## config.mk

```make
export PLATFORM = sky130hd
export DESIGN_NAME = regfile_wb_sched
export DESIGN_NICKNAME = d
export VERILOG_FILES = /design/src/rtl/regfile_wb_sched_pkg.sv /design/src/rtl/regfile_wb_sched_fifo.sv /design/src/rtl/regfile_wb_sched.sv
export SDC_FILE = /design/constraint.sdc
export NUM_CORES = 1
export LEC_CHECK = 0
export CAP_MARGIN = 5
export CORE_ASPECT_RATIO = 0.75
export CORE_MARGIN = 2
export CORE_UTILIZATION = 23
export CTS_BUF_LIST = sky130_fd_sc_hd__clkbuf_8
export DETAILED_ROUTE_END_ITERATION = 12
export GPL_TIMING_DRIVEN = 0
export HOLD_SLACK_MARGIN = 0.06
export SLEW_MARGIN = 20
export SYNTH_ARGS = -nofsm -noshare
export SYNTH_HDL_FRONTEND = slang
export SYNTH_HIERARCHICAL = 1
export SYNTH_SLANG_ARGS = --single-unit
```

## constraint.sdc

```tcl
create_clock -name clk -period 7.8 [get_ports clk]
set_input_delay 1.17 -clock clk [delete_from_list [all_inputs] [get_ports clk]]
set_output_delay 1.17 -clock clk [all_outputs]
set_load 0.01 [all_outputs]
```

## src/rtl/regfile_wb_sched_pkg.sv

```systemverilog
// Shared types and constants for the register-file writeback scheduler.
package regfile_wb_sched_pkg;

  localparam int unsigned ADDR_W  = 4;
  localparam int unsigned DATA_W  = 32;
  localparam int unsigned NUM_SRC = 3;
  localparam int unsigned PEND_W  = 2;
  localparam int unsigned QCNT_W  = 3;
  localparam int unsigned NUM_CNT = 15;

  localparam logic [ADDR_W-1:0] LINK_REG = 4'd14;
  localparam logic [ADDR_W-1:0] PC_REG   = 4'd15;

  typedef struct packed {
    logic [ADDR_W-1:0] addr;
    logic [DATA_W-1:0] data;
  } wq_entry_t;

  // Source index also fixes enqueue order
  typedef enum logic [1:0] {
    SRC_MEM = 2'd0,
    SRC_ALU = 2'd1,
    SRC_LNK = 2'd2
  } wb_src_e;

endpackage

```

## src/rtl/regfile_wb_sched_fifo.sv

```systemverilog
// Write queue: DEPTH entries, up to three in-order pushes and one pop per cycle.
module regfile_wb_sched_fifo
  import regfile_wb_sched_pkg::*;
#(
  parameter int unsigned DEPTH = 4
) (
  input  logic                    clk,
  input  logic                    reset,
  input  logic [NUM_SRC-1:0]      push_i,
  input  wq_entry_t [NUM_SRC-1:0] push_data_i,
  input  logic                    pop_i,
  output wq_entry_t               head_o,
  output logic                    empty_o,
  output logic [QCNT_W-1:0]       count_o,
  output logic                    ovf_o
);

  localparam int unsigned PTR_W = (DEPTH > 1) ? $clog2(DEPTH) : 1;
  localparam int unsigned FW    = QCNT_W + 1;

  wq_entry_t          mem_q [DEPTH];
  wq_entry_t          mem_d [DEPTH];
  logic [PTR_W-1:0]   rd_ptr_q, rd_ptr_d;
  logic [PTR_W-1:0]   wr_ptr_q, wr_ptr_d;
  logic [QCNT_W-1:0]  count_q, count_d;
  logic               pop_ok;
  logic [FW-1:0]      free_slots;
  logic [FW-1:0]      n_push;

  function automatic logic [PTR_W-1:0] ptr_inc(input logic [PTR_W-1:0] p);
    return (32'(p) == DEPTH - 1) ? '0 : p + PTR_W'(1);
  endfunction

  // Pushes land compacted at consecutive slots; any beyond free space are dropped
  always_comb begin
    mem_d      = mem_q;
    rd_ptr_d   = rd_ptr_q;
    wr_ptr_d   = wr_ptr_q;
    ovf_o      = 1'b0;
    n_push     = '0;
    pop_ok     = pop_i && (count_q != '0);
    free_slots = FW'(DEPTH) - FW'(count_q) + FW'(pop_ok);
    if (pop_ok) rd_ptr_d = ptr_inc(rd_ptr_q);
    for (int i = 0; i < NUM_SRC; i++) begin
      if (push_i[i]) begin
        if (n_push < free_slots) begin
          mem_d[wr_ptr_d] = push_data_i[i];
          wr_ptr_d        = ptr_inc(wr_ptr_d);
          n_push          = n_push + FW'(1);
        end else begin
          ovf_o = 1'b1;
        end
      end
    end
    count_d = count_q + QCNT_W'(n_push) - QCNT_W'(pop_ok);
  end

  always_ff @(posedge clk) begin
    if (reset) begin
      rd_ptr_q <= '0;
      wr_ptr_q <= '0;
      count_q  <= '0;
    end else begin
      rd_ptr_q <= rd_ptr_d;
      wr_ptr_q <= wr_ptr_d;
      count_q  <= count_d;
    end
  end

  always_ff @(posedge clk) begin
    mem_q <= mem_d;
  end

  assign head_o  = mem_q[rd_ptr_q];
  assign empty_o = (count_q == '0);
  assign count_o = count_q;

endmodule

```

## src/rtl/regfile_wb_sched.sv

```systemverilog
// Register-file writeback arbiter with ordering queue and pending-write scoreboard.
// Optional forwarding enabled by defining REGFILE_WB_SCHED_FWD_EN.
module regfile_wb_sched
  import regfile_wb_sched_pkg::*;
#(
  parameter int unsigned DEPTH = 4
) (
  input  logic              clk,
  input  logic              reset,
  input  logic              alu_valid,
  input  logic [ADDR_W-1:0] alu_addr,
  input  logic [DATA_W-1:0] alu_data,
  input  logic              mem_valid,
  input  logic [ADDR_W-1:0] mem_addr,
  input  logic [DATA_W-1:0] mem_data,
  input  logic              lnk_valid,
  input  logic [DATA_W-1:0] lnk_data,
  input  logic              iss_valid,
  input  logic [ADDR_W-1:0] iss_addr,
  input  logic [ADDR_W-1:0] rd_addr1,
  input  logic [ADDR_W-1:0] rd_addr2,
  input  logic [ADDR_W-1:0] rd_addr3,
  output logic              rf_we,
  output logic [ADDR_W-1:0] rf_waddr,
  output logic [DATA_W-1:0] rf_wdata,
  output logic              pc_we,
  output logic [DATA_W-1:0] pc_wdata,
  output logic              stall,
  output logic              hazard,
  output logic [2:0]        fwd_hit,
  output logic [QCNT_W-1:0] q_count,
  output logic              err
);

  logic [NUM_SRC-1:0]      req_v, accept, push;
  wq_entry_t [NUM_SRC-1:0] req_e;
  wq_entry_t               q_head, grant_e;
  logic                    q_empty, q_ovf, pop, grant_v;
  logic [QCNT_W-1:0]       q_cnt;
  logic                    stall_int, drop_err, iss_ok, cnt_err;
  logic [PEND_W-1:0]       pend_q [NUM_CNT];
  logic [PEND_W-1:0]       pend_d [NUM_CNT];
  logic                    err_q, err_d;
  logic [ADDR_W-1:0]       rd_a [3];
  logic                    hazard_c;
  logic [2:0]              fwd_c;

  always_comb begin
    req_v                 = '0;
    req_e                 = '0;
    req_v[int'(SRC_MEM)]  = mem_valid;
    req_v[int'(SRC_ALU)]  = alu_valid;
    req_v[int'(SRC_LNK)]  = lnk_valid;
    req_e[int'(SRC_MEM)]  = '{addr: mem_addr, data: mem_data};
    req_e[int'(SRC_ALU)]  = '{addr: alu_addr, data: alu_data};
    req_e[int'(SRC_LNK)]  = '{addr: LINK_REG, data: lnk_data};
  end

  assign stall_int = (q_cnt >= QCNT_W'(DEPTH - 1));
  assign accept    = req_v & {NUM_SRC{~stall_int}};
  assign drop_err  = stall_int && ((|req_v) || iss_valid);

  // Queue head wins; a direct grant only when empty keeps write order
  always_comb begin
    grant_v = 1'b0;
    grant_e = '0;
    push    = accept;
    pop     = 1'b0;
    if (!q_empty) begin
      grant_v = 1'b1;
      grant_e = q_head;
      pop     = 1'b1;
    end else begin
      for (int i = 0; i < NUM_SRC; i++) begin
        if (accept[i] && !grant_v) begin
          grant_v = 1'b1;
          grant_e = req_e[i];
          push[i] = 1'b0;
        end
      end
    end
    if (reset) grant_v = 1'b0;
  end

  regfile_wb_sched_fifo #(.DEPTH(DEPTH)) u_fifo (
    .clk         (clk),
    .reset       (reset),
    .push_i      (push),
    .push_data_i (req_e),
    .pop_i       (pop),
    .head_o      (q_head),
    .empty_o     (q_empty),
    .count_o     (q_cnt),
    .ovf_o       (q_ovf)
  );

  assign rf_we    = grant_v && (grant_e.addr != PC_REG);
  assign rf_waddr = grant_e.addr;
  assign rf_wdata = grant_e.data;
  assign pc_we    = grant_v && (grant_e.addr == PC_REG);
  assign pc_wdata = grant_e.data;
  assign stall    = stall_int;
  assign q_count  = q_cnt;

  assign iss_ok = iss_valid && !stall_int && (iss_addr != PC_REG);

  // Pending-write counters: issue increments, commit decrements, both cancel
  always_comb begin
    pend_d  = pend_q;
    cnt_err = 1'b0;
    for (int r = 0; r < NUM_CNT; r++) begin
      if (iss_ok && (iss_addr == ADDR_W'(r)) && !(rf_we && (rf_waddr == ADDR_W'(r)))) begin
        if (pend_q[r] == 2'd3) cnt_err = 1'b1;
        else                   pend_d[r] = pend_q[r] + 2'd1;
      end else if (rf_we && (rf_waddr == ADDR_W'(r)) && !(iss_ok && (iss_addr == ADDR_W'(r)))) begin
        if (pend_q[r] == 2'd0) cnt_err = 1'b1;
        else                   pend_d[r] = pend_q[r] - 2'd1;
      end
    end
  end

  assign err_d = err_q | drop_err | q_ovf | cnt_err;

  always_ff @(posedge clk) begin
    if (reset) begin
      for (int r = 0; r < NUM_CNT; r++) pend_q[r] <= '0;
      err_q <= 1'b0;
    end else begin
      pend_q <= pend_d;
      err_q  <= err_d;
    end
  end

  assign err = err_q;

  always_comb begin
    rd_a[0]  = rd_addr1;
    rd_a[1]  = rd_addr2;
    rd_a[2]  = rd_addr3;
    hazard_c = 1'b0;
    fwd_c    = '0;
    for (int p = 0; p < 3; p++) begin
      if ((rd_a[p] != PC_REG) && (pend_q[rd_a[p]] != '0)) begin
`ifdef REGFILE_WB_SCHED_FWD_EN
        if (rf_we && (rf_waddr == rd_a[p]) && (pend_q[rd_a[p]] == 2'd1)) fwd_c[p] = 1'b1;
        else                                                            hazard_c  = 1'b1;
`else
        hazard_c = 1'b1;
`endif
      end
    end
  end

  assign hazard  = hazard_c;
  assign fwd_hit = fwd_c;

endmodule

```

* Yosys cells after proc, flatten, opt, wreduce, memory -nomap -nowiden
Index checks and enable logic that the tools add are counted.
** Cells by class
- $add $sub $neg :: 40
- Magnitude comparators :: 14
- Equality and inequality tests :: 83
- Multiplexer cells :: 187
- Bitwise gates (word level) :: 12
- Reductions and logical operators :: 161
** Operators with widths (number)
- two-way mux 144 bit :: 6
- bitwise mux 144 bit :: 3
- two-way mux 36 bit :: 9
- demux 36 bit (select 2 bit) :: 3
- two-way mux 2 bit :: 76
- two-way mux 1 bit :: 80
- logical AND 1 bit :: 74
- binary-select mux 36 bit (select 2 bit) :: 1
- equality test 4 bit, second input constant :: 15
- != test 2 bit, second input constant :: 30
- AND reduction 3 bit :: 15
- adder 2 x 1 -> 2 bit, second input constant :: 19
- equality test 2 bit, second input constant :: 19
- nonzero test 2 bit :: 18
- logical NOT 1 bit :: 33
- equality test 4 x 3 -> 1 bit, second input constant :: 8
- logical NOT 2 bit :: 15
- subtractor 2 x 1 -> 2 bit, second input constant :: 15
- binary-select mux 2 bit (select 4 bit) :: 3
- != test 4 bit, second input constant :: 5
- equality test 4 x 2 -> 1 bit, second input constant :: 4
- >= comparator 5 bit, second input constant :: 3
- NOT 4 -> 5 bit :: 3
- >= comparator 3 bit, second input constant :: 4
- other kinds (22) :: 36
** Word-level totals
- Flip-flop bits (word level) :: 182
- Bits of input ports :: 126
- Output and inout bits :: 79
- Logic and storage cells :: 524

* Depth between registers and ports, before layout
- Depth after elaboration :: 62
- Gate-level depth with buffers :: 29
- Depth with buffers taken out :: 25

* Modules after synthesis
Netlist, hierarchy kept.
** By module, submodules not included
- regfile_wb_sched_fifo :: times used 1, cells an instance 785, area each 10662.7 um2, seq. area each 3022.9 um2
- regfile_wb_sched :: times used 1, cells an instance 621, area each 4180.3 um2, seq. area each 620.6 um2

* Least setup slack after synthesis
No wires, ideal clock.
- Path kind :: register to register
- Start :: reg u_fifo.count_q[2] (netlist: u_fifo/count_o[2])
- End :: reg u_fifo.count_q[2] (netlist: u_fifo/count_o[2])
- Setup time :: 0.129 ns
- Arrival time :: 5.176 ns
- Data required time :: 7.671 ns
- Path slack :: 2.495 ns
- Stages on the path, launching flop included :: 30
- Buffers on the path :: 4
- Clock period less this slack :: 5.305 ns
- Cell sequence :: dfxtp_1 > buf_4 > nor3_1 > buf_2 > inv_1 > nand2b_1 > ha_1 > inv_1 > ha_1 > nor2b_1 > buf_2 > o21ai_1 > nand2_1 > inv_1 > ha_1 > and2_1 > ha_1 > o21ai_0 > a22o_2 > buf_4 > xnor2_1 > ha_1 > inv_1 > ha_1 > inv_1 > fa_1 > xor2_1 > xnor2_1 > and3_1 > nor3_1
** Between the ends
- Elaborated cells between the ends (all ways) :: 33
- Classes of those cells :: 6 x add/sub; 4 x order compare; 14 x mux; 2 x bitwise; 7 x reduce/logical
** RTL lines
- start: declaration :: line regfile_wb_sched_fifo.sv:25 : logic [QCNT_W-1:0] count_q, count_d;
- start signal: assignment :: line regfile_wb_sched_fifo.sv:66 : count_q <= count_d;
- logical NOT 3 bit * :: line regfile_wb_sched_fifo.sv:75 : assign empty_o = (count_q == '0);
- named net q_empty :: line regfile_wb_sched.sv:38 : logic q_empty, q_ovf, pop, grant_v;
- two-way mux 1 bit * :: line regfile_wb_sched.sv:69 : if (!q_empty) begin
- named net pop :: line regfile_wb_sched.sv:38
- logical AND 1 bit * :: line regfile_wb_sched_fifo.sv:41 : pop_ok = pop_i && (count_q != '0);
- adder 4 x 1 -> 4 bit :: line regfile_wb_sched_fifo.sv:42 : free_slots = FW'(DEPTH) - FW'(count_q) + FW'(pop_ok);
- < comparator 1 x 4 -> 1 bit :: line regfile_wb_sched_fifo.sv:46 : if (n_push < free_slots) begin
- two-way mux 1 bit :: line regfile_wb_sched_fifo.sv:46
- two-way mux 4 bit :: line regfile_wb_sched_fifo.sv:45 : if (push_i[i]) begin
- adder 4 x 1 -> 4 bit / < comparator 4 bit (equally long branches) :: line regfile_wb_sched_fifo.sv:49, regfile_wb_sched_fifo.sv:46
- two-way mux 4 bit :: line regfile_wb_sched_fifo.sv:46
- two-way mux 4 bit :: line regfile_wb_sched_fifo.sv:45
- < comparator 4 bit / adder 3 x 1 -> 3 bit (equally long branches) :: line regfile_wb_sched_fifo.sv:46, regfile_wb_sched_fifo.sv:49
- two-way mux 3 bit :: line regfile_wb_sched_fifo.sv:46
- two-way mux 3 bit :: line regfile_wb_sched_fifo.sv:45
- adder 3 bit :: line regfile_wb_sched_fifo.sv:55 : count_d = count_q + QCNT_W'(n_push) - QCNT_W'(pop_ok);
- subtractor 3 x 1 -> 3 bit * :: line regfile_wb_sched_fifo.sv:55
The timed path passes the listed nets; every way through them passes the cells marked *. The select of a mux whose other input is x is not followed.
A chain may end at the register's enable or synchronous reset.

* Worst setup path in the final report
Same ends and word-level chain as after synthesis.

==> impl_metrics.ini <==
[sta]
max_clock_freq_mhz = 162
setup_viol = 0
skew_ns = 0.0199
finalMaxSlewViolations = 0
worst_pin_slew_ns = 1.03
fin_crit_sh_pct = 79.3
finalHoldViolations = 0
rsz0062_at_grt = no
slew_headroom_pct = 31.3
min_period_ns = 6.19
finalSetupTns_ns = 0

[clock_network]
cts.clk_slew.worst_paths_ns = 0.10
cts_max_level = 4
cts.sink_count = 182
ctsResizeCount = 0
root_buffer = clkbuf_8
clock_path_buffers = 2
cts-buffers-inserted = 17
postCtsSetupRepairBufs = 0
cts_hold_buf = 0
clk_latency_ns = 0.50
cts_tree = yes

[global_route]
track_usage_pct = 15.0
grt_overflow = 0
grt_pass1_wl_mm = 76.3
antenna_found_initial = 15
grt_pass1_vias = 12507
grt_max_degree = 17

[floorplan]
dieArea_sq_um = 66600
coreArea_sq_um = 63800
ios = 205
start_util_pct = 23.3
die_w_um = 297
dieHeight_um = 224
num_rows = 80

[power]
leakage_nw = 7.17
ir_drop_mv = 0.203
power_density_nw_per_um2 = 464

[detailed_routing]
drtPass1Iterations = 9
routedWlPerCell_um = 20.5
routed_wl_mm = 51.7
drc_errors = 0
antenna_left = 0
viasPerCell = 4.93
drtIter0Drc = 1113
vias = 12412

[placement]
gp_congestion = 0.923
io_buffers = 197
place_inst = 2481
hpwl_mm = 38.1
placed_area_sq_um = 18000

[setup_path]
cp.required_ns = 8.17
startpoint_type = register
crit_type = register to register
critical_path.max_stage_delay_ns = 0.43
crit_path_start = u_fifo/count_o[2]$_SDFF_PP0_
worstPathArrival_ns = 6.55
crit_path_end_kind = register
worstReg2RegStart = u_fifo/count_o[2]$_SDFF_PP0_
critPathSlowestCell = dfxtp_1
worstPathMaxFanout = 10

[yosys]
yosysSeqAreaShare_pct = 24.5
yosysWarningCount = 6
ys_async_sr_fraction_pct = 0
synth_edf_count = 0
synthCells = 1406
synth_top_cell_area_share_pct = 24.5
syn_area_per_cell_sq_um = 10.6
synth_ff_type = dfxtp_1
synth_top_cell_by_area = dfxtp_1
synth_most_common_cell = mux2_2
yosys-top-cells-count = mux2_2 (254), dfxtp_1 (182), mux2_4 (180)
synth_area_leaders = dfxtp_1 (25%), mux2_2 (19%), mux2_4 (18%)
ys_seq_elements = 182
ys_types = 71
synthesis.area_sq_um = 14800

[flow_run]
cap_violations = 0

[finish]
drive_gt1_share_pct = 37.7
design_area_sq_um = 18400
finalNonFillerCells = 2519
nNetsFinal = 1817
n_fill_cell = 6552
syn2layout_area_growth_pct = 23.8

[worst_hold_path]
min_path_type = register to register
hp-start = pend_q[15]$_SDFFE_PP0P_

[run_status]
status = finished clean
## registers in the layout (all words and copies together) (netlist names)
signal	count
u_fifo/mem_q	144
err	1
pend_q	30
u_fifo/wr_ptr_q	2
u_fifo/rd_ptr_q	2
u_fifo/count_o	3
## per-layer routing
layer | vias to the layer above | GRT usage [%] | wire, um
met1 | 6185 | 19.9 | 23400
li1 | 5669 | - | -
met4 | 20 | 5.13 | 1250
met5 | - | 0 | 114
met2 | 439 | 24.4 | 23800
met3 | 99 | 2.71 | 3180
## area by class of cell
cell class / count / area, sq um / area share [%]
multi-input cells: 1075 / 10300 / 56.2
flip-flops and latches: 182 / 3640 / 19.8
diodes: 7 / 17.5 / 0.0954
repair buffers: 197 / 1970 / 10.7
clock buffers: 20 / 275 / 1.50
well taps: 861 / 1080 / 5.86
clock inverters: 11 / 115 / 0.627
inverters: 36 / 135 / 0.736
plain buffers: 130 / 803 / 4.37
## layout by cell type, fill, tap and decap left out, types with 33 or more instances in the layout
cell | synthesis | final
nor3_1 | 43 | 42
o21ai_0 | 39 | 39
nand2_1 | 44 | 44
mux4_2 | 38 | 38
mux2_4 | 180 | 180
buf_4 | 43 | 43
nor2_1 | 115 | 115
buf_2 | 33 | 33
clkbuf_1 | 38 | 38
dfxtp_1 | 182 | 182
ha_1 | 51 | 51
clkdlybuf4s50_1 | 0 | 197
inv_1 | 34 | 35
a21oi_1 | 73 | 73
mux2_2 | 254 | 254
## power breakdown
| group | internal (mW) | leakage, nW | switching (mW) | total, mW |
|---|---|---|---|---|
| combinational | 3.59 | 5.44 | 2.63 | 6.23 |
| sequential | 1.39 | 1.52 | 0.236 | 1.63 |
| clock | 0.284 | 0.202 | 0.390 | 0.674 |
| total | 5.27 | 7.17 | 3.26 | 8.53 |
## cells by family after synthesis
| logic type | Yosys count | synth area share [%] |
|---|---|---|
| compound gates | 224 | 10.9 |
| xor+xnor | 3 | 0.177 |
| fa+ha+maj | 53 | 4.50 |
| buf+inv | 166 | 6.32 |
| flops | 182 | 24.5 |
| mux | 475 | 43.4 |
| other cells | 2 | 0.0506 |
| simple gates | 301 | 10.1 |
## worst max-delay path: cells and delay by family (launching register included)
family	cells	cell delay (ns)
xor+xnor	3	0.52
mux	1	0.28
buf+inv	9	1.29
simple gates	6	1.27
compound gates	3	0.74
flops	1	0.43
fa+ha+maj	6	1.52
## path summary, 6_finish.rpt
check                                 end  slack [ns]  cells after the start
min reg2reg       pend_q[15]$_SDFFE_PP0P_        0.54                      2
max reg2reg  u_fifo/count_o[2]$_SDFF_PP0_        1.61                     28
max          u_fifo/count_o[2]$_SDFF_PP0_        1.61                     28
min               pend_q[15]$_SDFFE_PP0P_        0.54                      2
## metrics by stage
step | power [mW] | hold slack [ns] | utilization [%] | setup slack, ns
6_report | 8.53 | 0.542 | 28.8 | 1.61
5_1_grt | 8.98 | 0.578 | 28.8 | 1.12
4_1_cts | 8.52 | 0.542 | 28.8 | 1.63
3_5_place_dp | 7.82 | 0.525 | 28.2 | 1.68
3_3_place_gp | 7.62 | 0.504 | 28.2 | 1.77
2_1_floorplan | 5.99 | 0.486 | - | 2.50
Note: power is estimated with default switching activity, not from simulation.
==> edit 1, RTL diff (same settings) <==
Build with the macro `REGFILE_WB_SCHED_FWD_EN` defined.
--- a/src/rtl/regfile_wb_sched.sv
+++ b/src/rtl/regfile_wb_sched.sv
@@ -1,5 +1,7 @@
 // Register-file writeback arbiter with ordering queue and pending-write scoreboard.
 // Optional forwarding enabled by defining REGFILE_WB_SCHED_FWD_EN.
+`define REGFILE_WB_SCHED_FWD_EN
+
 module regfile_wb_sched
   import regfile_wb_sched_pkg::*;
 #(
Check against the original RTL: not equivalent (Yosys sat finds a counterexample within 4 cycles, from zero or initial values and one cycle with reset high).
==> edit 1 against the unedited design <==
  * Wire length up 4.4%
  * Cell area rose by 3.0%
  * Count of clock-buffer cells in the layout down 3
  * Via count increased by 3.1%
  * Sequential cell count stayed put
  * First-iteration DRC count shrank 1.4%
  * Synthesized area grew 3.4%
  * Critical endpoint is now rf_wdata[3]
  * Register-to-register slack better by 120 ps
  * Die area grew 3.3%
  * Highest routed layer unchanged
  * Core utilization barely moved
  * Largest cell class unchanged
  * Power rose by 1.7%
  * Clock power rose by 3%
  * Hold slack better by 37 ps
  * Setup slack worse by 40 ps
==> edit 1: results (changes against the unedited design) <==
{
  "final.fill_count": {"value": 6708, "change": "was 6552"},
  "grt_use_met3": {"value": 3.906, "unit": "%", "change": "was 2.706%"},
  "wl_per_cell": {"value": 21.18, "unit": "um", "change": "was 20.54 um"},
  "final_layout_size_suffix_gt1_share": {"value": 37.83, "unit": "%", "change": "was 37.67%"},
  "drt-initial-drc-count": {"value": 1097, "change": "was 1113"},
  "layout_min_cycle_time": {"value": 6226, "unit": "ps", "change": "was 6187 ps"},
  "gpl.final_weighted_congestion": {"value": 0.8996, "change": "was 0.9227"},
  "share_of_total_power_in_combinational_logic": {"value": 73.4, "unit": "%", "change": "was 73.0%"},
  "layoutNonFillerInstCount": {"value": 2550, "change": "was 2519"},
  "holdCritStartpoint": {"value": "pend_q[2]$_SDFFE_PP0P_", "change": "was pend_q[15]$_SDFFE_PP0P_"},
  "critical_path.startpoint": {"value": "mem_valid", "change": "was u_fifo/count_o[2]$_SDFF_PP0_"},
  "clk_latency": {"value": 520, "unit": "ps", "change": "was 500 ps"},
  "finalHoldWorstSlack": {"value": 578.9, "unit": "ps", "change": "was 542.3 ps"},
  "routedLengthMet1": {"value": 24200, "unit": "um", "change": "was 23420 um"},
  "clock_skew": {"value": 18.43, "unit": "ps", "change": "was 19.93 ps"},
  "worstHoldEndpoint": {"value": "pend_q[3]$_SDFFE_PP0P_", "change": "was pend_q[15]$_SDFFE_PP0P_"},
  "multiInputGateArea": {"value": 10790, "unit": "um2", "change": "was 10330 um2"},
  "grt_use_met1": {"value": 20.01, "unit": "%", "change": "was 19.85%"},
  "run_status": {"value": "finished clean", "change": "unchanged"},
  "place_ws": {"value": 1621, "unit": "ps", "change": "was 1676 ps"},
  "routed-via-count": {"value": 12802, "change": "was 12412"},
  "number_of_distinct_library_cells_after_synthesis": {"value": 76, "change": "was 71"},
  "timing.critical_path.arrival": {"value": 5060, "unit": "ps", "change": "was 6550 ps"},
  "critical_path.endpoint": {"value": "rf_wdata[3]", "change": "was u_fifo/count_o[2]$_SDFF_PP0_"},
  "number_of_antenna_violations_at_the_first_check_in_global_routing": {"value": 19, "change": "was 15"},
  "slowest_delay": {"value": 640, "unit": "ps", "change": "was 430 ps"},
  "track_usage": {"value": 15.27, "unit": "%", "change": "was 14.95%"},
  "ir_drop": {"value": 0.0001849, "unit": "V", "change": "was 0.0002035 V"},
  "syn_inst": {"value": 1429, "change": "was 1406"}
}
## edit 1: cell count changes in the layout (fill, tap and decap cells not counted), sizes merged, moves of 7 or more
cell,before,now
buf,92,84
o21ai,40,50
nor2,115,84
nor2b,22,30
mux4,38,57
nor3,43,25
inv,41,61
nor4,2,9
mux2i,3,11
## edit 1: final cells by class
class                   instances  area share [%]
multi-input cells            1079           57.07
clock buffers                  17           1.237
plain buffers                 128           4.029
flip-flops and latches        182           19.26
inverters                      54           1.072
well taps                     871           5.762
clock inverters                15          0.8864
diodes                          3         0.03969
repair buffers                201           10.64
## edit 1: cell families after synthesis
| logic type | count (synthesis) | synth area share [%] |
|---|---|---|
| AO/OA/AOI/OAI | 230 | 10.68 |
| XOR/XNOR | 5 | 0.2854 |
| adder cells (fa/ha/maj) | 53 | 4.354 |
| buffers and inverters | 182 | 6.287 |
| flip-flops | 182 | 23.74 |
| multiplexers | 502 | 45.34 |
| other | 2 | 0.04894 |
| AND/OR/NAND/NOR | 273 | 9.263 |
==> edit 2, RTL diff (same settings) <==
Without the edit above. Make the reset (`reset`) asynchronous in 2 clocked blocks.
--- a/src/rtl/regfile_wb_sched_fifo.sv
+++ b/src/rtl/regfile_wb_sched_fifo.sv
@@ -55,7 +55,7 @@
     count_d = count_q + QCNT_W'(n_push) - QCNT_W'(pop_ok);
   end
 
-  always_ff @(posedge clk) begin
+  always_ff @(posedge clk or posedge reset) begin
     if (reset) begin
       rd_ptr_q <= '0;
       wr_ptr_q <= '0;
--- a/src/rtl/regfile_wb_sched.sv
+++ b/src/rtl/regfile_wb_sched.sv
@@ -121,7 +121,7 @@
 
   assign err_d = err_q | drop_err | q_ovf | cnt_err;
 
-  always_ff @(posedge clk) begin
+  always_ff @(posedge clk or posedge reset) begin
     if (reset) begin
       for (int r = 0; r < NUM_CNT; r++) pend_q[r] <= '0;
       err_q <= 1'b0;
Function: changed (a bounded check fails within 4 cycles, from zero or initial values and one cycle with reset high; the reset may be asserted at any time).
==> edit 2 against the unedited design <==
  * Setup slack worse by 830 ps
  * Sequential power is 7% higher
  * Cell area is 0.86% lower
  * Global-route usage is 0.93 points higher
  * Sequential cell count stayed put
  * Count of clock-buffer cells in the layout is 2 lower
  * Core utilization is 0.067 points lower
  * Power is 2.1% lower
  * Synthesized area is 1.2% lower
  * Wire length is 1.9% higher
  * Critical path depth is 4 lower
==> edit 2: results (changes against the unedited design) <==
{
  "run_status": {"value": "finished clean", "change": "unchanged"},
  "final_layout_size_suffix_gt1_share": {"value": 35.83, "unit": "%", "change": "was 37.67%"},
  "inverters": {"value": 53, "change": "was 36"},
  "post_synth_fa_ha_maj_area_fraction": {"value": 4.964, "unit": "%", "change": "was 4.501%"},
  "final_core_util": {"value": 28.74, "unit": "%", "change": "was 28.81%"},
  "synth_sequential_area_ratio": {"value": 26.13, "unit": "%", "change": "was 24.55%"},
  "worst-r2r-cell-count": {"value": 24, "change": "was 28"},
  "avgSynthCellArea": {"value": 10.10, "unit": "um2", "change": "was 10.56 um2"},
  "place_ws": {"value": 560.3, "unit": "ps", "change": "was 1676 ps"},
  "share_of_total_power_in_combinational_logic": {"value": 70.4, "unit": "%", "change": "was 73.0%"},
  "core_area": {"value": 63360, "unit": "um2", "change": "was 63760 um2"},
  "slowest_delay": {"value": 580, "unit": "ps", "change": "was 430 ps"},
  "holdCritStartpoint": {"value": "err$_DFF_PP0_", "change": "was pend_q[15]$_SDFFE_PP0P_"},
  "gpl.final_weighted_congestion": {"value": 0.8463, "change": "was 0.9227"},
  "multi_input_comb_cells": {"value": 1108, "change": "was 1075"},
  "clk_latency": {"value": 590, "unit": "ps", "change": "was 500 ps"},
  "number_of_distinct_library_cells_after_synthesis": {"value": 76, "change": "was 71"},
  "grt_start_max_net_pins": {"value": 33, "change": "was 17"},
  "synth_area_in_compound_gates": {"value": 9.151, "unit": "%", "change": "was 10.88%"},
  "layout_min_cycle_time": {"value": 7021, "unit": "ps", "change": "was 6187 ps"},
  "place_hpwl": {"value": 38940, "unit": "um", "change": "was 38120 um"},
  "track_usage": {"value": 15.88, "unit": "%", "change": "was 14.95%"},
  "rrSetupSlack": {"value": 780, "unit": "ps", "change": "was 1610 ps"},
  "worst-slew-pin-transition": {"value": 1082, "unit": "ps", "change": "was 1031 ps"},
  "xor_xnor_fraction_of_synth_area": {"value": 0.2388, "unit": "%", "change": "was 0.1770%"},
  "finalHoldWorstSlack": {"value": 552.1, "unit": "ps", "change": "was 542.3 ps"},
  "cpLargestDelayFamily": {"value": "simple AND/OR/NAND/NOR gates", "change": "was adder cells"},
  "timing.rr.start": {"value": "u_fifo/count_o[2]$_DFF_PP0_", "change": "was u_fifo/count_o[2]$_SDFF_PP0_"},
  "final.fill_count": {"value": 6605, "change": "was 6552"},
  "drt-vias-per-instance": {"value": 4.884, "change": "was 4.927"},
  "power.density_cell_area": {"value": 458.5, "unit": "nW/um2", "change": "was 464.4 nW/um2"},
  "drt_pre_antenna_iters": {"value": 5, "change": "was 9"},
  "ir_drop": {"value": 0.0002890, "unit": "V", "change": "was 0.0002035 V"},
  "clkCellAreaFrac": {"value": 2.281, "unit": "%", "change": "was 2.125%"}
}
edit 2: cell count changes after synthesis, moves of 21 or more:
cell	before	now
sky130_fd_sc_hd__dfrtp_1	0	38
sky130_fd_sc_hd__nand2_1	44	106
sky130_fd_sc_hd__dfxtp_1	182	144
sky130_fd_sc_hd__mux2_4	180	0
sky130_fd_sc_hd__nor3_1	43	17
sky130_fd_sc_hd__o21ai_0	39	77
sky130_fd_sc_hd__a222oi_1	32	0
sky130_fd_sc_hd__a21oi_1	73	13
sky130_fd_sc_hd__mux2_1	0	21
sky130_fd_sc_hd__mux2_2	254	415
sky130_fd_sc_hd__a221oi_1	2	32
edit 2: timing repair:
item	CTS	global route
gates resized for setup	0	1
setup endpoints to repair	0	59
buffers inserted	0	0
edit 2: metal layers:
| layer | GRT usage [%] | up-vias |
|---|---|---|
| met1 | 20.83 | 6265 |
| met3 | 4.821 | 80 |
| met5 | 0 | - |
| met2 | 24.79 | 392 |
| met4 | 5.076 | 4 |
| li1 | - | 5777 |
